[config.mk]
export PLATFORM = sky130hd
export DESIGN_NAME = mips_mc_control
export DESIGN_NICKNAME = d
export VERILOG_FILES = /design/src/rtl/mips_pkg.sv /design/src/rtl/mips_decoder.sv /design/src/rtl/mips_mc_control.sv
export SDC_FILE = /design/constraint.sdc
export NUM_CORES = 1
export LEC_CHECK = 0
export ABC_CLOCK_PERIOD_IN_PS = 4200
export CAP_MARGIN = 20
export CORE_ASPECT_RATIO = 0.6
export CORE_MARGIN = 4
export CORE_UTILIZATION = 52
export DETAILED_ROUTE_END_ITERATION = 6
export GPL_TIMING_DRIVEN = 0
export PLACE_DENSITY = 0.86
export SLEW_MARGIN = 20
export SYNTH_ARGS = -nofsm -noshare
export SYNTH_HDL_FRONTEND = slang
export SYNTH_HIERARCHICAL = 1
export SYNTH_SLANG_ARGS = --single-unit
[constraint.sdc]
create_clock -name clk -period 4.2 [get_ports clk]
set_input_delay 0.63 -clock clk [delete_from_list [all_inputs] [get_ports clk]]
set_output_delay 0.63 -clock clk [all_outputs]
set_load 0.01 [all_outputs]
[src/rtl/mips_pkg.sv]
// Shared encodings for the multi-cycle MIPS control path: opcodes, functs,
// ALU operations, FSM states and decoded instruction classes.
package mips_pkg;

  localparam int unsigned REG_AW = 5;

  localparam logic [5:0] OP_RTYPE = 6'h00;
  localparam logic [5:0] OP_LW    = 6'h23;
  localparam logic [5:0] OP_SW    = 6'h2B;
  localparam logic [5:0] OP_BEQ   = 6'h04;
  localparam logic [5:0] OP_ADDI  = 6'h08;
  localparam logic [5:0] OP_J     = 6'h02;

  localparam logic [5:0] FN_ADD = 6'h20;
  localparam logic [5:0] FN_SUB = 6'h22;
  localparam logic [5:0] FN_AND = 6'h24;
  localparam logic [5:0] FN_OR  = 6'h25;
  localparam logic [5:0] FN_SLT = 6'h2A;

  typedef enum logic [2:0] {
    ALU_ADD = 3'd0,
    ALU_SUB = 3'd1,
    ALU_AND = 3'd2,
    ALU_OR  = 3'd3,
    ALU_SLT = 3'd4
  } alu_op_e;

  typedef enum logic [2:0] {
    S_FETCH  = 3'd0,
    S_DECODE = 3'd1,
    S_EXEC   = 3'd2,
    S_MEM    = 3'd3,
    S_WB     = 3'd4,
    S_TRAP   = 3'd7
  } state_e;

  typedef enum logic [2:0] {
    C_R    = 3'd0,
    C_LW   = 3'd1,
    C_SW   = 3'd2,
    C_BEQ  = 3'd3,
    C_ADDI = 3'd4,
    C_J    = 3'd5,
    C_BAD  = 3'd6
  } iclass_e;

endpackage

[src/rtl/mips_decoder.sv]
// Combinational instruction decode: classifies the IR fields and flags
// unsupported encodings or register fields beyond the implemented file.
module mips_decoder
  import mips_pkg::*;
#(
  parameter int unsigned NUM_REGS = 16
) (
  input  logic [5:0]        i_op,
  input  logic [5:0]        i_funct,
  input  logic [REG_AW-1:0] i_rs,
  input  logic [REG_AW-1:0] i_rt,
  input  logic [REG_AW-1:0] i_rd,
  output alu_op_e           o_alu_op,
  output logic              o_alu_src_imm,
  output logic              o_wb_sel_mem,
  output logic [REG_AW-1:0] o_rd,
  output iclass_e           o_class,
  output logic              o_illegal_instr,
  output logic              o_reg_range_err
);

  logic w_rs_bad, w_rt_bad, w_rd_bad;

  // One extra bit so NUM_REGS = 32 still compares correctly.
  assign w_rs_bad = {1'b0, i_rs} >= 6'(NUM_REGS);
  assign w_rt_bad = {1'b0, i_rt} >= 6'(NUM_REGS);
  assign w_rd_bad = {1'b0, i_rd} >= 6'(NUM_REGS);

  always_comb begin
    o_class       = C_BAD;
    o_alu_op      = ALU_ADD;
    o_alu_src_imm = 1'b0;
    o_wb_sel_mem  = 1'b0;
    case (i_op)
      OP_RTYPE: begin
        o_class = C_R;
        case (i_funct)
          FN_ADD:  o_alu_op = ALU_ADD;
          FN_SUB:  o_alu_op = ALU_SUB;
          FN_AND:  o_alu_op = ALU_AND;
          FN_OR:   o_alu_op = ALU_OR;
          FN_SLT:  o_alu_op = ALU_SLT;
          default: o_class  = C_BAD;
        endcase
      end
      OP_LW: begin
        o_class       = C_LW;
        o_alu_src_imm = 1'b1;
        o_wb_sel_mem  = 1'b1;
      end
      OP_SW: begin
        o_class       = C_SW;
        o_alu_src_imm = 1'b1;
      end
      OP_BEQ: begin
        o_class  = C_BEQ;
        o_alu_op = ALU_SUB;
      end
      OP_ADDI: begin
        o_class       = C_ADDI;
        o_alu_src_imm = 1'b1;
      end
      OP_J:    o_class = C_J;
      default: o_class = C_BAD;
    endcase
  end

  assign o_rd            = (i_op == OP_RTYPE) ? i_rd : i_rt;
  assign o_illegal_instr = (o_class == C_BAD);

  // Only fields the instruction actually uses are range-checked.
  always_comb begin
    o_reg_range_err = 1'b0;
    case (o_class)
      C_R:                         o_reg_range_err = w_rs_bad | w_rt_bad | w_rd_bad;
      C_LW, C_SW, C_BEQ, C_ADDI:   o_reg_range_err = w_rs_bad | w_rt_bad;
      default:                     o_reg_range_err = 1'b0;
    endcase
  end

endmodule

[src/rtl/mips_mc_control.sv]
// Multi-cycle MIPS control: owns PC and IR, sequences fetch/decode/exec/
// mem/writeback with memory handshakes, and traps on bad code or timeouts.
module mips_mc_control
  import mips_pkg::*;
#(
  parameter int unsigned           DATA_WIDTH  = 32,
  parameter logic [DATA_WIDTH-1:0] RESET_PC    = 32'h0000_0000,
  parameter int unsigned           NUM_REGS    = 16,
  parameter int unsigned           MEM_TIMEOUT = 255
) (
  input  logic                  clk,
  input  logic                  rst,
  input  logic [DATA_WIDTH-1:0] imem_rdata,
  input  logic                  imem_ready,
  input  logic                  dmem_ready,
  input  logic                  alu_zero,
  output logic [DATA_WIDTH-1:0] pc,
  output logic                  imem_req,
  output logic                  dmem_req,
  output logic                  dmem_we,
  output logic [REG_AW-1:0]     rf_rs,
  output logic [REG_AW-1:0]     rf_rt,
  output logic [REG_AW-1:0]     rf_rd,
  output logic                  rf_we,
  output logic [DATA_WIDTH-1:0] imm_ext,
  output logic [2:0]            alu_op,
  output logic                  alu_src_imm,
  output logic                  wb_sel_mem,
  output logic                  illegal,
  output logic [2:0]            state
);

  localparam int unsigned     TMO_W    = $clog2(MEM_TIMEOUT + 1);
  localparam logic [TMO_W-1:0] TMO_LAST = TMO_W'(MEM_TIMEOUT - 1);

  state_e                r_state, w_state_nxt;
  logic [DATA_WIDTH-1:0] r_pc, w_pc_nxt;
  logic [DATA_WIDTH-1:0] r_ir, w_ir_nxt;
  logic [TMO_W-1:0]      r_tmo, w_tmo_nxt;
  logic                  r_illegal, w_illegal_nxt;

  alu_op_e               w_alu_op;
  iclass_e               w_class;
  logic                  w_illegal_instr, w_reg_range_err;
  logic [REG_AW-1:0]     w_rd;

  mips_decoder #(.NUM_REGS(NUM_REGS)) u_dec (
    .i_op            (r_ir[31:26]),
    .i_funct         (r_ir[5:0]),
    .i_rs            (r_ir[25:21]),
    .i_rt            (r_ir[20:16]),
    .i_rd            (r_ir[15:11]),
    .o_alu_op        (w_alu_op),
    .o_alu_src_imm   (alu_src_imm),
    .o_wb_sel_mem    (wb_sel_mem),
    .o_rd            (w_rd),
    .o_class         (w_class),
    .o_illegal_instr (w_illegal_instr),
    .o_reg_range_err (w_reg_range_err)
  );

  always_ff @(posedge clk or posedge rst) begin
    if (rst) begin
      r_state   <= S_FETCH;
      r_pc      <= RESET_PC;
      r_ir      <= '0;
      r_tmo     <= '0;
      r_illegal <= 1'b0;
    end else begin
      r_state   <= w_state_nxt;
      r_pc      <= w_pc_nxt;
      r_ir      <= w_ir_nxt;
      r_tmo     <= w_tmo_nxt;
      r_illegal <= w_illegal_nxt;
    end
  end

  // Timeout count defaults to zero, so it clears on every state change.
  always_comb begin
    w_state_nxt   = r_state;
    w_pc_nxt      = r_pc;
    w_ir_nxt      = r_ir;
    w_tmo_nxt     = '0;
    w_illegal_nxt = r_illegal;
    case (r_state)
      S_FETCH: begin
        if (imem_ready) begin
          w_ir_nxt    = imem_rdata;
          w_pc_nxt    = r_pc + DATA_WIDTH'(4);
          w_state_nxt = S_DECODE;
        end else if (r_tmo == TMO_LAST) begin
          w_illegal_nxt = 1'b1;
          w_state_nxt   = S_TRAP;
        end else begin
          w_tmo_nxt = r_tmo + TMO_W'(1);
        end
      end
      S_DECODE: begin
        if (w_class == C_J) begin
          w_pc_nxt    = {r_pc[DATA_WIDTH-1:28], r_ir[25:0], 2'b00};
          w_state_nxt = S_FETCH;
        end else if (w_illegal_instr || w_reg_range_err) begin
          w_illegal_nxt = 1'b1;
          w_state_nxt   = S_TRAP;
        end else begin
          w_state_nxt = S_EXEC;
        end
      end
      S_EXEC: begin
        case (w_class)
          C_BEQ: begin
            if (alu_zero) w_pc_nxt = r_pc + {imm_ext[DATA_WIDTH-3:0], 2'b00};
            w_state_nxt = S_FETCH;
          end
          C_LW, C_SW: w_state_nxt = S_MEM;
          default:    w_state_nxt = S_WB;
        endcase
      end
      S_MEM: begin
        if (dmem_ready) begin
          w_state_nxt = (w_class == C_SW) ? S_FETCH : S_WB;
        end else if (r_tmo == TMO_LAST) begin
          w_illegal_nxt = 1'b1;
          w_state_nxt   = S_TRAP;
        end else begin
          w_tmo_nxt = r_tmo + TMO_W'(1);
        end
      end
      S_WB:    w_state_nxt = S_FETCH;
      S_TRAP:  w_state_nxt = S_TRAP;
      default: begin
        w_illegal_nxt = 1'b1;
        w_state_nxt   = S_TRAP;
      end
    endcase
  end

  // Reset parks the FSM in FETCH, so the fetch request is masked by rst.
  assign imem_req = ~rst & (r_state == S_FETCH);
  assign dmem_req = (r_state == S_MEM);
  assign dmem_we  = (r_state == S_MEM) & (w_class == C_SW);
  assign rf_we    = (r_state == S_WB);
  assign rf_rs    = r_ir[25:21];
  assign rf_rt    = r_ir[20:16];
  assign rf_rd    = w_rd;
  assign imm_ext  = {{(DATA_WIDTH-16){r_ir[15]}}, r_ir[15:0]};
  assign alu_op   = w_alu_op;
  assign pc       = r_pc;
  assign illegal  = r_illegal;
  assign state    = r_state;

endmodule

* Yosys cells after proc, flatten, opt, wreduce, memory -nomap -nowiden
Index checks and enable logic that the tools add are counted.
** Storage, ports and cells
- Word-level logic and storage cells :: 95
- Bits in registers :: 76
- Input bits :: 37
** Cells by class
- Bitwise gates (word level) :: 7
- Multiplexer cells :: 31
- Order comparisons :: 3
- Add/sub/neg operators :: 3
- Equality and inequality tests :: 30
- Reduce and logical (&&, ||, !) cells :: 15
** Operators by type and width (number)
- 32-bit two-way mux :: 3
- 32-bit case mux with 3 select lines :: 1
- 6-bit == test, second input constant :: 7
- 32-bit by 3-bit adder with 32-bit output, second input constant :: 1
- 32-bit adder :: 1
- 28-bit two-way mux :: 1
- 8-bit two-way mux :: 3
- 3-bit two-way mux :: 7
- 3-bit case mux with 6 select lines :: 1
- 8-bit case mux with 2 select lines :: 1
- 3-bit == test, second input constant :: 5
- 5-bit greater-or-equal comparator, second input constant :: 3
- 3-bit case mux with 5 select lines :: 1
- 5-bit AND reduction :: 3
- 2-bit != test, second input constant :: 7
- 3-bit by 2-bit == test with 1-bit output, second input constant :: 4
- 3-bit case mux with 2 select lines :: 2
- 3-bit case mux with 4 select lines :: 1
- 8-bit by 1-bit adder with 8-bit output, second input constant :: 1
- 8-bit == test, second input constant :: 1
- 1-bit two-way mux :: 7
- 3-bit by 1-bit == test with 1-bit output, second input constant :: 2
- 6-bit by 2-bit == test with 1-bit output, second input constant :: 1
- 6-bit by 3-bit == test with 1-bit output, second input constant :: 1
- other kinds (18) :: 24

* Depth between registers and ports, before layout
- Word-level depth :: 11
- Mapped depth :: 13

* By module
Netlist, hierarchy kept.
** Modules (own cells, without submodules)
- mips_mc_control :: area an instance 5506.5 sq um, cells each 661, times used 1
- mips_decoder :: area an instance 394.1 sq um, cells each 49, times used 1

* Worst setup path before layout
No wires, ideal clock.
- Kind :: register to register
- Start :: register r_state[2], in the netlist state[2]
- End :: register r_pc[20], in the netlist pc[20]
- Path buffers :: 1
- Stages on the path, launching flop included :: 13
- Arrival time :: 3134 ps
- Required time :: 4068 ps
- Setup time :: 132 ps
- Clock period less this slack :: 3266 ps
- Path slack :: 934 ps
- Cell sequence :: dfrtp_1 -> clkbuf_1 -> nor3_1 -> nand2b_1 -> ha_1 -> fa_1 -> a211oi_2 -> nor3_1 -> o21ai_1 -> o21bai_1 -> a311o_1 -> nand4_1 -> or3b_1
** On the way
- Word-level cells in the longest chain between the ends :: 3
- Elaborated cells on any way between the ends :: 10
- Those cells by class :: eq/ne: 6; mux: 1; reduce/logical: 3
** RTL lines
- start: declaration :: RTL line mips_mc_control.sv:36 : state_e r_state, w_state_nxt;
- start signal: assignment :: RTL line mips_mc_control.sv:70 : r_state <= w_state_nxt;
- 3-bit by 2-bit == test with 1-bit output, or another cell as far along :: RTL line mips_mc_control.sv:85 : case (r_state)
- 2-bit by 1-bit != test with 1-bit output (no line), or another cell as far along
- 5-bit AND reduction (no line)
- end signal: assignment :: RTL line mips_mc_control.sv:71 : r_pc <= w_pc_nxt;
- end: declaration :: RTL line mips_mc_control.sv:37 : logic [DATA_WIDTH-1:0] r_pc, w_pc_nxt;
Parallel ways exist; a longest one is shown, timed or not.
A chain may end at the register's enable or synchronous reset.

* Final worst setup path
- Start :: register r_state[2], in the netlist state[2]
- End :: register r_pc[26], in the netlist pc[26]
Same word-level chain as after synthesis.

==> results.sh <==
export IMPL_status="complete, no violations"
export IMPL_ios=129
export IMPL_num_vias=6216
export IMPL_grt_max_degree=40
export IMPL_cts_setup_buffers=0
export IMPL_clock_latency_ns=0.34
export IMPL_clock_sinks=74
export IMPL_pwr_share_seq=0.442
export IMPL_post_route_util=0.711
export IMPL_rows=29
export IMPL_yosys_warnings=6
export IMPL_setup_viol=0
export IMPL_p_int_w=0.00127
export IMPL_min_path_cells=1
export IMPL_routed_via_density=6.27
export IMPL_layout_drive_gt1_share=0.147
export IMPL_drc=0
export IMPL_die_w_um=146
export IMPL_ys_ff_latch=74
export IMPL_finalMaxSlewViolations=0
export IMPL_wire_per_inst_um=20.8
export IMPL_final_fill_count=845
export IMPL_clkPwrFrac=0.522
export IMPL_crit_required_ns=4.44
export IMPL_worst_path_max_fanout=10
export IMPL_gr_total_overflow=0
export IMPL_min_period_over_period=0.958
export IMPL_synth_distinct_cells=76
export IMPL_synth_edf_count=0
export IMPL_fmax_mhz=249
export IMPL_finalNetCount=906
export IMPL_critical_path_arrival_ns=4.26
export IMPL_antenna_found_initial=1
export IMPL_vdd_ir_drop_max_mv=0.166
export IMPL_async_flop_share=1.00
export IMPL_gp_congestion=1.01
export IMPL_cts_made_buffers=9
export IMPL_hold_viol=0
export IMPL_antennaDiodeCount=0
export IMPL_grt_pass1_vias=5872
export IMPL_portBuffers=126
export IMPL_synth_flop_cell="dfrtp_1"
export IMPL_rsz0062_at_grt="no"
export IMPL_ctsLongestPathBuffers=2
export IMPL_powerDensity_nw_per_um2=210
export IMPL_grt_usage=0.307
export IMPL_p_sw_frac=0.215
export IMPL_cts_hold_buf=0
export IMPL_hp_class="reg -> reg"
export IMPL_initial_core_util=0.546
export IMPL_area_growth_pct=30.3
export IMPL_syn_area_per_cell_sq_um=8.31
export IMPL_ys_top_cells_by_area="dfrtp_1 31%, mux2_2 5.7%, buf_4 5.6%"
export IMPL_wl_mm=20.6
export IMPL_finalCriticalPeriod_ns=4.02
export IMPL_clock_skew_ns=0.0105
export IMPL_root_buffer="clkbuf_16"
export IMPL_yosysMostFrequentCell="dfrtp_1"
export IMPL_cts_htree_levels=3
export IMPL_path_clk_slew_ns=0.06
export IMPL_slew_headroom=0.461
export IMPL_firstDrtPassIters=6
export IMPL_fin_ws_ns=0.178
export IMPL_syn_area_sq_um=5900
export IMPL_fin_cells=992
export IMPL_seq_area_sq_um=1850
export IMPL_grt_pass1_wl_mm=32.4
export IMPL_worst_slew_pin_slew_ns=0.809
export IMPL_ant_nets=0
export IMPL_netlist_top_cells_count="74 x dfrtp_1, 65 x nor2_1, 62 x nand2_1"
export IMPL_synth_top_area_share=0.314
export IMPL_hpwl_mm=15.6
export IMPL_tritoncts="done"
export IMPL_r2r_cells=12
export IMPL_die_area_sq_um=13200
export IMPL_preCtsSetupSlack_ns=0.172
export IMPL_dpl_cell_count=977
export IMPL_p_comb_frac=0.036
export IMPL_cp_start_kind="register"
export IMPL_die_h_um=90.5
export IMPL_path_class="reg -> reg"
export IMPL_maxCapViolations=0
export IMPL_end_kind="register"
export IMPL_core_area_sq_um=10800
export IMPL_p_leak_nw=3.34
export IMPL_yosysTopAreaCell="dfrtp_1"
export IMPL_p_switching_w=0.000347
export IMPL_synthCells=710
export IMPL_drtIter0Drc=1037
export IMPL_multi_input_area_sq_um=3480
export IMPL_seq_area_frac_synth=0.314
export IMPL_finalSetupTns_ns=0
cell families after synthesis:
logic type	count (synthesis)	synth area share
AO/OA/AOI/OAI	160	0.176
other	1	0.000636
multiplexers	48	0.0929
XOR/XNOR	24	0.0356
AND/OR/NAND/NOR	278	0.239
adder cells (fa/ha/maj)	20	0.0437
buffers and inverters	105	0.0984
flip-flops	74	0.314
state kept, by name, summed over array words and instances (netlist names):
| register | flops |
|---|---|
| r_ir | 32 |
| pc | 30 |
| r_tmo | 8 |
| state | 3 |
| illegal | 1 |
layer usage:
layer / GRT usage / up-vias / wire length, um
met5: 0 / - / 13
met4: 0.0577 / 2 / 226
met3: 0.117 / 31 / 2920
met2: 0.435 / 428 / 8460
met1: 0.447 / 2934 / 8990
li1: - / 2821 / -
critical path, cell delays in order, from the launching register on:
cell and delay [ns]:
dfrtp_1 0.47, nor2_1 0.48, clkbuf_1 0.47, and3_1 0.24, ha_1 0.22, buf_2 0.19
a21oi_1 0.23, nand2_1 0.14, nor3_1 0.29, a21o_1 0.31, a22oi_1 0.27, or3_1 0.41
nand3_1 0.19
path summary, 6_finish.rpt:
path / startpoint / to / slack [ns]
worst min-delay path: illegal$_DFFE_PP0P_ / illegal$_DFFE_PP0P_ / 0.49
worst max register to register: state[2]$_DFF_PP0_ / pc[26]$_DFFE_PP0P_ / 0.18
min in group asynchronous: rst / pc[15]$_DFFE_PP0P_ / 0.71
worst max-delay path: state[2]$_DFF_PP0_ / pc[26]$_DFFE_PP0P_ / 0.18
max in group asynchronous: rst / r_ir[28]$_DFFE_PP0P_ / 2.91
worst min register to register: illegal$_DFFE_PP0P_ / illegal$_DFFE_PP0P_ / 0.49
layout make-up:
type,instances,area share
clock inverter,6,0.0117
sequential,74,0.241
clock buffer,9,0.0293
inverter,13,0.00667
timing repair buffer,127,0.167
buffer,92,0.0693
multi-input combinational,532,0.453
tap,139,0.0226
repair_timing:
item,CTS,global route
endpoints found under the setup margin,0,4
hold endpoints to repair,0,0
resized for setup,0,4
power by group through the flow:
stage               combinational (W)  sequential [W]  clock, W
CTS                         0.0000586        0.000713  0.000846
floorplan                   0.0000148        0.000727         0
detailed placement          0.0000582        0.000727         0
global placement            0.0000543        0.000727         0
finish                      0.0000580        0.000713  0.000843
global route                0.0000632        0.000713  0.000890
per-stage QoR:
step	cell area [sq um]	hold WS [ns]	power [W]
floorplan	5900	0.479	0.000742
global placement	7340	0.455	0.000781
detailed placement	7360	0.465	0.000785
CTS	7680	0.491	0.00162
global route	7690	0.533	0.00167
finish	7690	0.495	0.00161
cell usage in the layout (no fill, tap or decap), drive strengths merged, types with 5 or more instances in the layout:
cell | Yosys | routed
nor3 | 27 | 27
o211ai | 8 | 8
a211oi | 7 | 7
or3 | 8 | 8
dfrtp | 74 | 74
xnor2 | 11 | 11
o21ai | 37 | 37
clkdlybuf4s50 | 0 | 126
a31oi | 16 | 16
and3 | 24 | 24
xor2 | 13 | 13
o22ai | 10 | 10
nand3 | 34 | 34
nor4 | 7 | 7
o21bai | 5 | 5
a21oi | 38 | 38
ha | 19 | 19
a211o | 5 | 5
buf | 61 | 62
nor2 | 65 | 65
inv | 13 | 14
mux2i | 9 | 9
mux2 | 39 | 39
nand4 | 11 | 11
clkbuf | 31 | 40
nand2 | 62 | 62
nand2b | 10 | 10
Note: power is estimated with default switching activity, not from simulation.
